**config.mk**
```make
export PLATFORM = sky130hd
export DESIGN_NAME = mips_bus_if
export DESIGN_NICKNAME = d
export VERILOG_FILES = /design/src/rtl/mips_bus_if.sv
export SDC_FILE = /design/constraint.sdc
export NUM_CORES = 1
export LEC_CHECK = 0
export BUFFER_PORTS_ARGS = -buffer_cell sky130_fd_sc_hd__buf_2
export CAP_MARGIN = 20
export CORE_UTILIZATION = 30
export CTS_CLUSTER_DIAMETER = 30
export DETAILED_ROUTE_END_ITERATION = 8
export PLACE_DENSITY = 0.61
export SLEW_MARGIN = 10
export SYNTH_ARGS = -nofsm -noshare
export SYNTH_HDL_FRONTEND = slang
export SYNTH_SLANG_ARGS = --single-unit
```
**constraint.sdc**
```tcl
create_clock -name clk -period 5.7 [get_ports clk]
set_clock_uncertainty 0.15 [all_clocks]
set_input_delay 1.14 -clock clk [delete_from_list [all_inputs] [get_ports clk]]
set_output_delay 1.14 -clock clk [all_outputs]
set_load 0.1 [all_outputs]
```
**src/rtl/mips_bus_if.sv**
```systemverilog
// mips_bus_if: bridges CPU load/store requests onto a single-beat stalling memory bus
// Ports:
//   clk, reset                    clock and asynchronous active-high reset
//   req_valid/req_ready           CPU request handshake
//   req_write/addr/size/signed    access descriptor (size 0..3 = byte..dword)
//   req_wdata                     right-justified store data
//   rsp_valid/rsp_rdata/rsp_err   one-cycle completion with extended load data
//   busy                          transaction in flight
//   address/read/write            bus command, held while waitrequest is high
//   writedata/byteenable          lane-aligned store data and lane mask
//   waitrequest/readdata          slave stall and read data
module mips_bus_if #(
    parameter int DATA_W  = 32,
    parameter int TIMEOUT = 0,
    localparam int NB = DATA_W / 8,
    localparam int LB = $clog2(NB)
) (
    input  logic              clk,
    input  logic              reset,
    input  logic              req_valid,
    output logic              req_ready,
    input  logic              req_write,
    input  logic [31:0]       req_addr,
    input  logic [1:0]        req_size,
    input  logic              req_signed,
    input  logic [DATA_W-1:0] req_wdata,
    output logic              rsp_valid,
    output logic [DATA_W-1:0] rsp_rdata,
    output logic              rsp_err,
    output logic              busy,
    output logic [31:0]       address,
    output logic              read,
    output logic              write,
    input  logic              waitrequest,
    output logic [DATA_W-1:0] writedata,
    output logic [NB-1:0]     byteenable,
    input  logic [DATA_W-1:0] readdata
);
    typedef enum logic [1:0] {IDLE, BUS, RESP} state_t;
    state_t state, state_n;
    logic wr_q, sg_q, accept, bad, tmo, sign;
    logic [1:0] sz_q;
    logic [LB-1:0] off_q;
    logic [31:0] cnt;
    logic [2:0] align;
    logic [7:0] mask;
    logic [6:0] nbits;
    logic [DATA_W-1:0] keep, sh, ld;
    always_comb begin
        accept  = req_valid && (state == IDLE);
        align   = (req_size == 2'd0) ? 3'd0 : (req_size == 2'd1) ? 3'd1 : (req_size == 2'd2) ? 3'd3 : 3'd7;
        mask    = (req_size == 2'd0) ? 8'h01 : (req_size == 2'd1) ? 8'h03 : (req_size == 2'd2) ? 8'h0F : 8'hFF;
        bad     = (|(req_addr[2:0] & align)) || (req_size == 2'd3 && DATA_W == 32);
        tmo     = (TIMEOUT != 0) && waitrequest && (cnt == 32'(TIMEOUT - 1));
        // keep masks the loaded width; a full-width access shifts it to all ones
        nbits   = 7'd8 << sz_q;
        keep    = ~({DATA_W{1'b1}} << nbits);
        sh      = readdata >> {off_q, 3'b000};
        // keep ^ (keep >> 1) isolates the sign bit position of the loaded width
        sign    = sg_q && |(sh & (keep ^ (keep >> 1)));
        ld      = (sh & keep) | (sign ? ~keep : '0);
        state_n = (state == IDLE) ? (accept ? (bad ? RESP : BUS) : IDLE)
                : (state == BUS)  ? ((!waitrequest || tmo) ? RESP : BUS) : IDLE;
    end
    always_ff @(posedge clk or posedge reset) begin
        if (reset) begin
            state      <= IDLE;
            wr_q       <= 1'b0;
            sg_q       <= 1'b0;
            sz_q       <= 2'd0;
            off_q      <= '0;
            cnt        <= '0;
            address    <= '0;
            writedata  <= '0;
            byteenable <= '0;
            rsp_rdata  <= '0;
            rsp_err    <= 1'b0;
        end else begin
            state     <= state_n;
            cnt       <= (state != BUS) ? '0 : (waitrequest && cnt != 32'(TIMEOUT)) ? cnt + 32'd1 : cnt;
            rsp_err   <= (accept && bad) || (state == BUS && tmo);
            rsp_rdata <= (state == BUS && !waitrequest && !wr_q) ? ld : '0;
            if (accept) begin
                wr_q       <= req_write;
                sg_q       <= req_signed;
                sz_q       <= req_size;
                off_q      <= req_addr[LB-1:0];
                address    <= {req_addr[31:LB], {LB{1'b0}}};
                byteenable <= NB'(mask) << req_addr[LB-1:0];
                writedata  <= req_wdata << {req_addr[LB-1:0], 3'b000};
            end
        end
    end
    assign req_ready = (state == IDLE);
    assign busy      = (state != IDLE);
    assign rsp_valid = (state == RESP);
    assign read      = (state == BUS) && !wr_q;
    assign write     = (state == BUS) && wr_q;
endmodule

```
# After elaboration in Yosys (flattened, before gate mapping)
# Cells that the tools add are included.
# totals
word_cells	54
ff_bits	107
input_bits	104
# classes
n_shift	5
muxes	12
n_eq_ne	5
n_reduce_logical	15
bitwise_logic	7
# op_table
cell	n
bitwise AND 32 bit	2
2-to-1 mux 32 bit	2
inverter 32 bit	2
OR 32 bit	1
OR reduction 32 bit	1
<< shifter 32 x 5 -> 32 bit	1
<< shifter 32 x 7 -> 32 bit, first input constant	1
right shift 32 x 5 -> 32 bit	1
bitwise XOR 32 x 31 -> 32 bit	1
2-to-1 mux 2 bit	5
2-to-1 mux 3 bit	3
2-to-1 mux 4 bit	2
logical AND 1 bit	7
<< shifter 4 x 2 -> 7 bit, first input constant	1
== test 2 bit, second input constant	3
== test 2 x 1 -> 1 bit, second input constant	2
zero test 2 bit	2
<< shifter 4 x 2 -> 4 bit	1
bitwise AND 3 bit	1
OR reduction 3 bit	1
zero test 1 bit	2
nonzero test 2 bit	1
logical OR 1 bit	1

# Depth between registers and ports, before layout
# Gate-level depths: netlist of the first run.
# depth
word_depth	10
mapped_depth	6
mapped_depth_nobuf	4

# Worst setup path before layout of the first run
# Ideal clock, no wire load.
# synth_path
kind	register to output
startpoint	reg state[1]
endpoint	out busy
setup_slack_ns	1.706
n_path_buf	0
required_time_ns	4.410
stages_incl_launch_ff	3
arrival_ns	2.704
path_cell_list	dfrtp_1 > nor2_1 > inv_1
# synth_via
elab_chain_cells	1
# synth_lines
item	line	text
start, declared	40	state_t state, state_n;
start signal, assigned	79	state <= state_n;
nonzero test 2 bit	95	assign busy = (state != IDLE);
end, declared	30	output logic busy,
# No other way between the ends.

# Final worst setup path of the first run
# layout_path
startpoint	reg state[0]
endpoint	out write
# layout_via
elab_chain_cells	2
# layout_lines
item	line	text
== test 2 x 1 -> 1 bit	98	assign write = (state == BUS) && wr_q;
logical AND 1 bit	98	
end, declared	33	output logic write,
# No other way between the ends.

==> flow_metrics.tcl, run 1 <==
set metrics [dict create \
    area_growth_pct 31.3 \
    final_hold_viol_count 0 \
    dieArea_mm2 0.0166 \
    reg2reg_depth 4 \
    synthAdderAreaFrac_pct 0 \
    n_fill_cell 1587 \
    synth_top_family_by_area "multiplexers" \
    avgRoutedWirePerCell_um 15.7 \
    cts.sinks 107 \
    port_buffers 207 \
    place_hpwl_mm 9.58 \
    critPathArrivalTime_ps 1590 \
    min-delay-start "writedata[0]$_DFFE_PP0P_" \
    synth_xor_area_share_pct 0 \
    crit_family "flip-flops" \
    drt_first_pass_iters 4 \
    path_buf_inv 1 \
    hold_buffers 0 \
    path_clk_slew_ps 70 \
    crit_chain "or2b_1, nor2_1, buf_2" \
    ys.flop_type "dfrtp_1" \
    max_stage_delay_ps 450 \
    place_area_mm2 0.00602 \
    yosysUniqueCellTypes 33 \
    clock.fmax_ghz 0.347 \
    slew_headroom_pct 40.2 \
    num_antenna_cells 0 \
    status "finished, final reports clean" \
    place.gp.congestion 0.792 \
    grt_pass1_wl_mm 20.1 \
    async_reset_ff_share_pct 100 \
    overflow 0 \
    track_usage_pct 15.9 \
    vias_per_cell 4.74 \
    core_area_mm2 0.0158 \
    yosys-top-cells-count "dfrtp_1, mux2_2, nand2_1" \
    num_io_pins 210 \
    antenna_found_initial 1 \
    yosys_warnings 0 \
    hp-class "register to register" \
    yosysTopAreaCellShare_pct 55.5 \
    drc_errors 0 \
    grt_start_max_net_pins 101 \
    postCtsSetupBuffers 0 \
    fin_tns_setup_ps 0 \
    maxSlewViolCount 0 \
    synth_edf_count 0 \
    end_kind "output port" \
    synth-compound-area-share_pct 14.1 \
    cts_resized 0 \
    cp_max_fo 8 \
    htreeDepth 3 \
    clk_path_buf_depth 2 \
    synthMuxAreaShare_pct 17.8 \
    fp.dieH_um 129 \
    worstSetupPathType "register to output port" \
    fin_area_mm2 0.00634 \
    cts_tree "built" \
    synth-seq-cells 107 \
    fin_crit_sh_pct 50.5 \
    syn_area_mm2 0.00483 \
    synth_area_leader_cell "dfrtp_1" \
    initial_utilization_pct 30.6 \
    cts_buffers 9 \
    worst_slew_pin_slew_ps 897 \
    r2r_slack_ps 2930 \
    drv_cap 0 \
    synth_area_leaders "dfrtp_1, mux2_2, mux2i_1" \
    drtAntennaViolNets 0 \
    holdWs_ps 327 \
    drt_wl_total_mm 13.1 \
    ir_drop_v 0.000303 \
    r2r-start "off_q[1]$_DFFE_PP0P_" \
    worstHoldEndpoint "writedata[0]$_DFFE_PP0P_" \
    root_buffer "clkbuf_16" \
    r2r_end "rsp_rdata[20]$_DFF_PP0_" \
    drive_above_1_share_pct 45.3 \
    rows 46 \
    hold_depth 2 \
    synth_most_common_cell "dfrtp_1" \
    leakagePower_nw 3.24 \
    via_count 3942 \
    rsz0062_at_grt "no" \
    p_per_area_mw_per_mm2 541 \
    period_minus_slack_ps 2880 \
    report.final.setup_viol 0 \
    fin_util_pct 40.2 \
    slowest_stage "dfrtp_1" \
    synth-seq-area-share_pct 55.5 \
    startpoint_type "register" \
    crit_required_ps 4410 \
    grt_pass1_vias 3963 \
    num-nets-final 715 \
    avgSynthCellArea_um2 11.5 \
    clkLatencyLatePin_ps 350 \
    synthCells 420 \
    first_iter_violations 126 \
    synth-simple-area-share_pct 9.28 \
    die_w_um 129 \
]
## power by group
part	switching, W	total (W)	leakage, nW	internal, W
clock	0.000280	0.000633	0.139	0.000353
sequential	0.000107	0.00103	1.36	0.000918
combinational	0.00145	0.00177	1.74	0.000323
## placed cells by master (no fill, tap or decap), types with 9 or more instances in the layout
master       n
mux2i_1     32
a211oi_1    22
o21ai_0     26
dfrtp_1    107
clkbuf_16    9
o31ai_1      9
nor2b_1     18
mux2_2      46
buf_2      207
nor2_1      24
a21oi_1     35
nand2_1     37
a21o_1       9
## worst min-delay path, delay by kind of cell, from the launching register on
| family | cells | cell delay [ps] |
|---|---|---|
| AO/OA/AOI/OAI | 1 | 60 |
| flip-flops | 1 | 340 |
| AND/OR/NAND/NOR | 1 | 50 |
## routing by layer
| metal | routed length (um) | GRT usage, % | part of all wire [%] |
|---|---|---|---|
| met4 | 235 | 6.23 | 1.8 |
| met5 | 13 | 0 | 0.099 |
| met2 | 6400 | 26.4 | 49 |
| met3 | 949 | 4.82 | 7.2 |
| met1 | 5500 | 19.3 | 42 |
## cell families after synthesis
| kind of cell | after synthesis |
|---|---|
| AO/OA/AOI/OAI | 107 |
| buffers and inverters | 34 |
| flip-flops | 107 |
| multiplexers | 79 |
| other | 1 |
| AND/OR/NAND/NOR | 92 |
## sequential cells by signal, indices dropped and copies added (netlist names)
register    count
state           2
wr_q            1
sz_q            2
byteenable      4
sg_q            1
address        30
rsp_err         1
writedata      32
off_q           2
rsp_rdata      32
## how the worst max path moves through the flow
stage | start | slack [ps] | depth (start not counted) | endpoint
2_1_floorplan | reset | 1590 | 1 | address[10]$_DFFE_PP0P_
3_3_place_gp | waitrequest | 2810 | 5 | rsp_rdata[27]$_DFF_PP0_
3_5_place_dp | waitrequest | 2720 | 5 | rsp_rdata[27]$_DFF_PP0_
4_1_cts | state[0]$_DFF_PP0_ | 2790 | 3 | write
5_1_grt | off_q[1]$_DFFE_PP0P_ | 2620 | 4 | rsp_rdata[25]$_DFF_PP0_
6_report | state[0]$_DFF_PP0_ | 2820 | 3 | write
## final cells by class
cell class | instances | area [um^2] | share of cell area (%)
Multi-Input combinational cell | 280 | 2000 | 31.6
Timing Repair Buffer | 210 | 1080 | 17.0
Inverter | 3 | 13.8 | 0.217
Clock inverter | 4 | 50.0 | 0.789
Sequential cell | 107 | 2680 | 42.2
Clock buffer | 12 | 246 | 3.89
Tap cell | 216 | 270 | 4.26
## stage by stage
stage	power (W)	cells	setup slack, ps
finish	0.00343	832	2820
global route	0.00357	832	2620
CTS	0.00346	831	2790
detailed placement	0.00281	815	2720
global placement	0.00279	815	2810
floorplan	0.00251	421	1590
Power figures use the tool's default switching activity.
==> inputs of run 2 (changes only) <==
clock period = 2.9 ns   (was 5.7 ns; I/O delays follow)
==> run 2 against run 1 <==
Global-route usage grew 0.22 points. Combinational power grew 99%. Final cell count grew 0.72%. Setup slack lost 2300 ps. Critical path depth is the same. Sequential power grew 92%. Routed wire length grew 0.42%. Sequential cell count is the same. Largest cell class unchanged. Highest routed layer unchanged.
==> flow_metrics.tcl, run 2 (synthesized netlist as in run 1, its figures left out) <==
set metrics [dict create \
    dieArea_mm2 0.0166 \
    slowest_stage "dfrtp_1" \
    fin_tns_setup_ps 0 \
    track_usage_pct 16.1 \
    core_area_mm2 0.0158 \
    crit_family "flip-flops" \
    n_fill_cell 1586 \
    final_hold_viol_count 0 \
    clkLatencyLatePin_ps 350 \
    stdcell_count 838 \
    drt_wl_total_mm 13.2 \
    overflow 0 \
    num_io_pins 210 \
    die_w_um 129 \
    hold_buffers 0 \
    hp-class "input port to async pin" \
    cp_max_fo 6 \
    vias_per_cell 4.75 \
    cts_buffers 9 \
    leakagePower_nw 3.26 \
    layout_common_cells "buf_2, dfrtp_1, mux2_2" \
    num-nets-final 721 \
    fp.dieH_um 129 \
    grt_start_max_net_pins 66 \
    top_regs "rsp_rdata (32), writedata (32), address (30)" \
    first_iter_violations 129 \
    p_per_area_mw_per_mm2 1060 \
    period_minus_slack_ps 2340 \
    antenna_found_initial 1 \
    cts_resized 0 \
    root_buffer "clkbuf_16" \
    fin_crit_sh_pct 80.6 \
    worstSetupPathType "register to output port" \
    drive_above_1_share_pct 46.1 \
    end_kind "output port" \
    drc_errors 0 \
    place.gp.congestion 0.803 \
    slew_headroom_pct 44.0 \
    port_buffers 207 \
    drt_first_pass_iters 4 \
    avgRoutedWirePerCell_um 15.7 \
    drtAntennaViolNets 0 \
    report.final.setup_viol 0 \
    fin_total_pwr_w 0.00677 \
    crit_chain "or2b_1, nor2_1, buf_2" \
    clk_path_buf_depth 2 \
    via_count 3977 \
    crit_required_ps 2170 \
    worst_slew_pin_slew_ps 840 \
    area_growth_pct 32.3 \
    grt_pass1_vias 3913 \
    startpoint_type "register" \
    grt_pass1_wl_mm 20.2 \
    htreeDepth 3 \
    max_stage_delay_ps 460 \
    path_buf_inv 1 \
    num_antenna_cells 0 \
    path_clk_slew_ps 70 \
    cts.sinks 107 \
    drv_cap 0 \
    critPathArrivalTime_ps 1610 \
    layout_commonest_cell "buf_2" \
    rows 46 \
    r2r_slack_ps 730 \
    clock.fmax_ghz 0.428 \
    initial_utilization_pct 30.6 \
    cts_tree "built" \
    postCtsSetupBuffers 0 \
    rsz0062_at_grt "no" \
    maxSlewViolCount 0 \
    status "finished, final reports clean" \
    ir_drop_v 0.000672 \
    placed_cells 822 \
    place_hpwl_mm 9.91 \
]
run 2: path summary, 6_finish.rpt:
kind,startpoint,endpoint,cells after the start
max reg2reg,off_q[0]$_DFFE_PP0P_,rsp_rdata[22]$_DFF_PP0_,5
min,reset,address[2]$_DFFE_PP0P_,3
min in group clk,req_addr[11],address[11]$_DFFE_PP0P_,2
max in group asynchronous,reset,address[27]$_DFFE_PP0P_,3
max,state[1]$_DFF_PP0_,read,3
min reg2reg,byteenable[3]$_DFFE_PP0P_,byteenable[3]$_DFFE_PP0P_,2
run 2: cell type report:
type / count / area, um^2 / share of cell area, %
clock buffer: 11 / 243 / 3.80
clock inverter: 5 / 61.3 / 0.960
inverter: 3 / 15.0 / 0.235
multi-input combinational: 280 / 2010 / 31.4
sequential: 107 / 2680 / 41.9
tap: 216 / 270 / 4.23
timing repair buffer: 216 / 1120 / 17.5
run 2: power by group:
group / internal [W] / switching (W) / total, W
Clock: 0.000697 / 0.000568 / 0.00127
Sequential: 0.00181 / 0.000177 / 0.00198
Combinational: 0.000644 / 0.00287 / 0.00352
Total: 0.00315 / 0.00362 / 0.00677
run 2: worst min-delay path, stage by stage:
cell	delay [ps]
buf_2	110
clkinvlp_4	60
buf_4	440
run 2: routing by layer:
layer / part of all wire, % / track usage (%) / wire length, um / vias to the layer above
met5: 0.13 / 0 / 17 / -
met4: 1.9 / 6.64 / 246 / 2
met3: 7.2 / 4.32 / 944 / 18
met2: 50 / 28.4 / 6610 / 141
met1: 41 / 18.4 / 5340 / 1938
li1: - / - / - / 1878
run 2: stage by stage:
stage               setup WS, ps  hold slack, ps  utilization (%)  instance area [um^2]
CTS                          535             256             40.5                  6390
global placement             647             313             38.6                  6080
global route                 477             289             40.5                  6390
detailed placement           610             316             38.6                  6080
finish                       562             229             40.5                  6390
floorplan                    152             354                -                  4840
==> inputs of run 3 (changes only) <==
PLACE_DENSITY = 0.63   (was 0.61)
clock period = 2 ns   (was 2.9 ns; I/O delays follow)
==> run 3 against run 2 <==
Highest routed layer is now met4. Final cell count grew 1.4%. Routed wire length down 2.3%. Power is 45% higher. Critical path depth did not move. Global-route usage is 0.54 points lower. Non-clock buffer count grew 13. Core utilization increased by 1.3 points. Critical path type unchanged.
==> flow_metrics.tcl, run 3 (synthesized netlist as in run 1, its figures left out) <==
set metrics [dict create \
    stdcell_count 850 \
    initial_utilization_pct 30.6 \
    startpoint_type "register" \
    port_buffers 207 \
    overflow 0 \
    holdWs_ps 133 \
    vias_per_cell 4.69 \
    reg2reg_depth 5 \
    fin_total_pwr_w 0.00982 \
    r2r_slack_ps 110 \
    htreeDepth 3 \
    dieArea_mm2 0.0166 \
    area_growth_pct 36.6 \
    n_fill_cell 1567 \
    drc_errors 0 \
    slew_headroom_pct 56.0 \
    final_hold_viol_count 0 \
    layout_commonest_cell "buf_2" \
    path_clk_slew_ps 70 \
    drtAntennaViolNets 0 \
    worstSetupPathType "register to output port" \
    grt_start_max_net_pins 78 \
    multi_input_area_mm2 0.00203 \
    core_area_mm2 0.0158 \
    hp-class "input port to register" \
    p_per_area_mw_per_mm2 1490 \
    num-nets-final 734 \
    grt_pass1_wl_mm 19.9 \
    top_regs "rsp_rdata (32), writedata (32), address (30)" \
    first_iter_violations 151 \
    placed_cells 830 \
    via_count 3990 \
    cts_tree "built" \
    worst_slew_pin_slew_ps 658 \
    seq_area_mm2 0.00268 \
    ir_drop_v 0.000947 \
    cp-startpoint "state[0]$_DFF_PP0_" \
    cts_buffers 9 \
    layout_setup_ws_ps 37.4 \
    fin_area_mm2 0.00659 \
    grt_pass1_vias 3907 \
    avgRoutedWirePerCell_um 15.1 \
    clk_path_buf_depth 2 \
    rows 46 \
    layout_common_cells "buf_2, dfrtp_1, mux2_2" \
    place_area_mm2 0.00625 \
    report.final.setup_viol 0 \
    antenna_found_initial 0 \
    r2r-start "off_q[0]$_DFFE_PP0P_" \
    num_io_pins 210 \
    place_hpwl_mm 9.85 \
    crit_required_ps 1450 \
    track_usage_pct 15.5 \
    period_minus_slack_ps 1960 \
    root_buffer "clkbuf_16" \
    clock.fmax_ghz 0.510 \
    dp_slack_ps 90.4 \
    cp_max_fo 5 \
    r2r_end "rsp_rdata[22]$_DFF_PP0_" \
    rsz0062_at_grt "yes" \
    fin_crit_sh_pct 98.1 \
    end_kind "output port" \
    fp.dieH_um 129 \
    drv_cap 0 \
    drt_first_pass_iters 4 \
    die_w_um 129 \
    num_antenna_cells 0 \
    cts.sinks 107 \
    drive_above_1_share_pct 47.8 \
    cp-endpoint "write" \
    critPathArrivalTime_ps 1410 \
    status "finished, final reports clean" \
    leakagePower_nw 3.35 \
    maxSlewViolCount 0 \
    place.gp.congestion 0.818 \
    drt_wl_total_mm 12.9 \
    clkLatencyLatePin_ps 340 \
]
run 3: changes by cell type in the layout (fill, tap and decap cells not counted), sizes merged:
cell and delta:
buf +12, clkbuf +3, dlygate4sd3 +1, clkinv +1, inv -2, bufinv -1
clkinvlp -2
run 3: report_power, final:
| group | total [W] | internal, W | switching [W] | leakage, nW |
|---|---|---|---|---|
| registers | 0.00289 | 0.00262 | 0.000270 | 1.36 |
| clock network | 0.00170 | 0.000944 | 0.000759 | 0.139 |
| logic | 0.00523 | 0.00103 | 0.00420 | 1.86 |
| total | 0.00982 | 0.00459 | 0.00523 | 3.35 |
run 3: worst min path at each step:
stage                               to             start  slack [ps]  depth (start not counted)
2_1_floorplan         sg_q$_DFFE_PP0P_  sg_q$_DFFE_PP0P_         350                          1
3_3_place_gp    address[6]$_DFFE_PP0P_             reset         260                          2
4_1_cts        address[13]$_DFFE_PP0P_      req_addr[13]         120                          2
6_report       address[10]$_DFFE_PP0P_      req_addr[10]         130                          2
3_5_place_dp    address[6]$_DFFE_PP0P_             reset         260                          2
5_1_grt        address[17]$_DFFE_PP0P_      req_addr[17]         120                          2
run 3: routing by layer:
metal	GRT usage, %	wire length (um)	vias up
li1	-	-	1901
met1	18.6	5430	1925
met2	26.7	6320	146
met3	3.91	872	18
met4	6.37	229	0
met5	0	0	-
run 3: final cells by class:
type                            count  area share (%)
Sequential cell                   107            40.7
Inverter                            3           0.285
Timing Repair Buffer              229            19.9
Tap cell                          216            4.10
Multi-Input combinational cell    280            30.7
Clock inverter                      1           0.133
Clock buffer                       14            4.16
run 3: worst max-delay path: stages, from the launching register on:
cell     delay, ps
dfrtp_2        420
or2b_1         300
nor2_2         160
buf_12         190
run 3: what timing repair did:
action | in CTS | in global routing
pin swaps | 0 | 3
endpoints found under the hold margin | 13 | 0
hold buffers | 1 | 0
buffers inserted | 3 | 1
gates cloned | 0 | 0
endpoints found under the setup margin | 3 | 5
resized for setup | 3 | 1
run 3: metrics by stage:
stage | TNS (ps) | utilization (%)
floorplan | -1200 | -
global placement | 0 | 39.7
detailed placement | 0 | 39.7
CTS | 0 | 41.7
global route | -39.7 | 41.8
finish | 0 | 41.8
